==> src/rtl/dmem_bridge_pkg.sv <==
// Shared types and constants for the data-memory bridge.
// Holds the bridge FSM state encoding and the default error data word.
package dmem_bridge_pkg;

    typedef enum logic [1:0] {
        IDLE,
        BUSY,
        DONE
    } bridge_state_t;

    localparam logic [31:0] ERRDATA_DEF = 32'hDEADBEEF;

endpackage

==> src/rtl/dmem_bridge_wdog_cnt.sv <==
// Watchdog counter: counts enabled cycles, flags when count equals MAX-1.
// Ports: clk, reset (sync, active-high), clr, en -> hit.
module wdog_cnt #(
    parameter int MAX = 255
) (
    input  logic clk,
    input  logic reset,
    input  logic clr,
    input  logic en,
    output logic hit
);

    localparam int W = $clog2(MAX);

    logic [W-1:0] r_cnt;

    always_ff @(posedge clk) begin
        if (reset) begin
            r_cnt <= '0;
        end else if (clr) begin
            r_cnt <= '0;
        end else if (en) begin
            r_cnt <= r_cnt + 1'b1;
        end
    end

    assign hit = (r_cnt == W'(MAX - 1));

endmodule

==> src/rtl/dmem_bridge.sv <==
// Bridge from the single-cycle M-stage memory port to a req/ack data RAM.
// Ports: memread/memwrite/addr/wd in, rd/stall/err out; mem_* handshake.
module dmem_bridge
    import dmem_bridge_pkg::*;
#(
    parameter int          TIMEOUT = 255,
    parameter logic [31:0] ERRDATA = ERRDATA_DEF
) (
    input  logic        clk,
    input  logic        reset,
    input  logic        memread,
    input  logic        memwrite,
    input  logic [31:0] addr,
    input  logic [31:0] wd,
    output logic [31:0] rd,
    output logic        stall,
    output logic        err,
    output logic        mem_req,
    output logic        mem_we,
    output logic [29:0] mem_addr,
    output logic [31:0] mem_wdata,
    input  logic        mem_ack,
    input  logic [31:0] mem_rdata
);

    bridge_state_t r_state;
    logic [31:0]   r_rd;
    logic          r_err;
    logic          r_req;
    logic          r_we;
    logic [29:0]   r_addr;
    logic [31:0]   r_wdata;

    logic w_req;
    logic w_aligned;
    logic w_hit;

    assign w_req     = memread | memwrite;
    assign w_aligned = (addr[1:0] == 2'b00);

    // Counter is held clear while idle so each transaction starts at 0.
    wdog_cnt #(
        .MAX(TIMEOUT)
    ) u_wdog (
        .clk  (clk),
        .reset(reset),
        .clr  (r_state == IDLE),
        .en   (r_state == BUSY),
        .hit  (w_hit)
    );

    // No mem_ack term here: stall must not depend on the memory combinationally.
    assign stall = (r_state == BUSY) ||
                   ((r_state == IDLE) && w_req && w_aligned);

    always_ff @(posedge clk) begin
        if (reset) begin
            r_state <= IDLE;
            r_rd    <= '0;
            r_err   <= 1'b0;
            r_req   <= 1'b0;
            r_we    <= 1'b0;
            r_addr  <= '0;
            r_wdata <= '0;
        end else begin
            unique case (r_state)
                IDLE: begin
                    if (w_req && w_aligned) begin
                        // Store wins if both strobes are high.
                        r_we    <= memwrite;
                        r_addr  <= addr[31:2];
                        r_wdata <= wd;
                        r_req   <= 1'b1;
                        r_state <= BUSY;
                    end else if (w_req) begin
                        r_err <= 1'b1;
                        if (!memwrite) begin
                            r_rd <= ERRDATA;
                        end
                    end
                end
                BUSY: begin
                    if (mem_ack) begin
                        r_req <= 1'b0;
                        if (!r_we) begin
                            r_rd <= mem_rdata;
                        end
                        r_state <= DONE;
                    end else if (w_hit) begin
                        r_req <= 1'b0;
                        r_err <= 1'b1;
                        if (!r_we) begin
                            r_rd <= ERRDATA;
                        end
                        r_state <= DONE;
                    end
                end
                DONE: begin
                    r_state <= IDLE;
                end
                default: begin
                    r_state <= IDLE;
                end
            endcase
        end
    end

    assign rd        = r_rd;
    assign err       = r_err;
    assign mem_req   = r_req;
    assign mem_we    = r_we;
    assign mem_addr  = r_addr;
    assign mem_wdata = r_wdata;

endmodule

==> config.mk <==
export PLATFORM = sky130hd
export DESIGN_NAME = dmem_bridge
export DESIGN_NICKNAME = d
export VERILOG_FILES = /design/src/rtl/dmem_bridge_pkg.sv /design/src/rtl/dmem_bridge_wdog_cnt.sv /design/src/rtl/dmem_bridge.sv
export SDC_FILE = /design/constraint.sdc
export NUM_CORES = 1
export LEC_CHECK = 0
export ABC_CLOCK_PERIOD_IN_PS = 2400
export CAP_MARGIN = 25
export CORE_MARGIN = 2
export CORE_UTILIZATION = 40
export CTS_CLUSTER_SIZE = 14
export DETAILED_ROUTE_END_ITERATION = 10
export DONT_BUFFER_PORTS = 1
export RECOVER_POWER = 50
export SETUP_SLACK_MARGIN = 0.2
export SYNTH_ARGS = -nofsm -noshare
export SYNTH_HDL_FRONTEND = slang
export SYNTH_SLANG_ARGS = --single-unit
==> constraint.sdc <==
create_clock -name clk -period 2.4 [get_ports clk]
set_input_delay 0.48 -clock clk [delete_from_list [all_inputs] [get_ports clk]]
set_output_delay 0.48 -clock clk [all_outputs]
set_load 0.05 [all_outputs]
==> metrics <==
Synth area leader=dfxtp_1; final std cells w/o fill=558; Max Fclk=~460 MHz; DPL Wire Length=6330 um; reg2reg start=r_state[0]; Arr. time, crit path=2.46 ns; Hold Slack=about 0.19 ns; final instance area=~4200 um2; flops & latches, synth=between 100 and 150; Synthesized Nets=538; clock buffer depth=2; GP Congestion=~0.9; hold depth=1; CTS clk-pin slew, worst paths=~0.1 ns; Hold Vio Cnt, Final=0; Via density=around 5.4; # DRC=0; Post-Place Cells=540; minimum clock period after layout=~2.2 ns; CTS Buf Count=9; layout cell share with drive strength beyond 1=under 10%; Reg area=around 2100 um2; Final nets=around 530; max cap viols=0; r2r endpoint=rd[15]; Hold Startpoint=reset; clock insertion delay at the later pin of the skew report=around 0.36 ns; Req. time, crit path=between 2 and 3 ns; core footprint=9330 um2; total global-route track usage=between 10% and 20%; Max-slew headroom=39.6%; number of synthesized flops with an enable pin=0; multi-input logic area=1580 um2; Total Power=0.00362 W; worst-margin pin slew=around 0.90 ns; HP Class=in2reg; clk_skew=0.0159 ns; first-pass GRT wire length=~14,000 um; Worst setup SP type=flop; H-tree lvl count=3; Final period util=between 90 and 100%; Seq/Total Area, Yosys=a little under three fifths; ANT cells=0; antenna viol nets, final=0; Area Growth Syn to Fin=8.35%; die area=approximately 10,000 um2; FP Rows=35; Max Slew Vio Count=0; total gr overflow=0; CP Max Fanout=24; pin count of the biggest net entering global routing=a little under 80; Cells after Synth=435; Synth Cell Area=approximately 3900 um2; most frequent cell after synthesis=nand2_1; final setup fails=0; port bufs=0; IO Count=199; unique cell type count in the Yosys netlist=35; Syn Area/Cell=around 9 um2; Routed Wire Length=around 9300 um; CTS tree=built; worst hold endpoint=mem_addr[29]; Root Driver=clkbuf_8; final setup TNS=0 ns; Die X=about 100 um; Synth top area share=roughly 55%; Synth area leaders=dfxtp_1 55%, nand2_1 13%, a21oi_1 9.3%; WS Path Type=reg2reg; VDD IR max=0.370 mV; Layout fillers=915; First-pass DRT Iterations=7; Lkg Pwr=around 1.4 nW; vias in the first global route=approximately 2,800; RSZ-0062 raised after global routing=yes; worst reg2reg setup slack=0.24 ns; initial antenna violation count=0; Via Count=roughly 3,000; Crit. End Element=flop; detail-routed net length per standard cell=16.6 um; clk sinks=about 110; DRT iter0 DRCs=121; PwrDens=864 nW/um2; Initial Util=about two fifths; synth cell count leaders=136 x nand2_1, 107 x dfxtp_1, 72 x a21oi_1; R2R cell count=3; Warnings, synthesis=0; Placed Instance Area=3960 um2; status=complete, no violations; async set or reset register ratio after synthesis=0%; Main synth FF type=dfxtp_1; die height=around 100 um
-- routing by layer --
metal | track usage [%] | routed length, um | up-vias
li1 | - | - | 1458
met1 | 19.6 | 3810 | 1363
met2 | 27.9 | 4290 | 151
met3 | 7.11 | 992 | 17
met4 | 6.56 | 181 | 0
met5 | 0 | 0 | -
-- flip-flops by register name, indices dropped and copies added, names as in the netlist --
| name | cells |
|---|---|
| err | 1 |
| mem_addr | 30 |
| mem_req | 1 |
| mem_wdata | 32 |
| mem_we | 1 |
| r_state | 2 |
| rd | 32 |
| u_wdog.r_cnt | 8 |
-- repair_timing --
action	CTS	global route
resized for setup	1	1
pin swaps	0	2
setup buffers	0	2
hold buffers	0	0
endpoints found under the setup margin	1	25
-- metrics by stage --
step / setup WS (ns) / util [%]
after detailed placement: 0.169 / 42.5
final: 0.237 / 44.9
after floorplan: 0.303 / -
after global placement: 0.246 / 42.5
after CTS: 0.202 / 44.8
after global routing: 0.0998 / 44.9
-- placed cells by master, fill, tap and decap left out, types with 2 or more instances in the layout --
cell type  netlist  layout
clkbuf_8         0       9
nand3_1          2       2
clkbuf_1        20       2
o31ai_1          8       8
nand2b_1         2       2
nand4_1          3       3
nor3_1           4       4
nand2_1        136     136
xor2_1           4       4
inv_6            0       4
ha_1             2       2
xnor2_1          2       2
a21oi_1         72      72
nor2_1          16      16
buf_4            2       8
o221a_1         24      24
o21ai_0          2       3
dfxtp_1        107     107
-- worst max-delay path by stage --
stage | from | cells after the start | endpoint | slack [ns]
2_1_floorplan | r_state[1] | 5 | stall | 0.30
3_3_place_gp | memwrite | 3 | rd[28] | 0.25
3_5_place_dp | memwrite | 3 | rd[13] | 0.17
4_1_cts | r_state[1] | 4 | stall | 0.20
5_1_grt | r_state[0] | 3 | rd[10] | 0.1
6_report | r_state[0] | 3 | rd[15] | 0.24
-- worst max-delay path, cell delays in order (launching register included) --
cell	delay, ns
dfxtp_1	0.41
o41a_1	0.60
nor3_4	0.75
o221a_1	0.33
-- power breakdown --
| group | total [W] | internal (W) | leakage, nW | switching, W |
|---|---|---|---|---|
| Sequential | 0.00225 | 0.00187 | 0.874 | 0.000386 |
| Clock | 0.00115 | 0.000508 | 0.105 | 0.000639 |
| Combinational | 0.000220 | 0.0000916 | 0.453 | 0.000128 |
-- cell type report --
cell class              count  share of cell area, %
clock buffers              10                   3.05
clock inverters             6                   1.94
inverters                   3                  0.269
multi-input cells         293                   37.8
flip-flops and latches    107                   51.1
well taps                 129                   3.85
repair buffers             10                   2.00
-- logic make-up after synthesis --
| kind of cell | share of synthesized area, % |
|---|---|
| XOR/XNOR | 1.36 |
| buffers and inverters | 4.40 |
| flip-flops | 55.4 |
| AO/OA/AOI/OAI | 19.5 |
| adder cells (fa/ha/maj) | 0.647 |
| AND/OR/NAND/NOR | 18.6 |
Power figures use the tool's default switching activity.
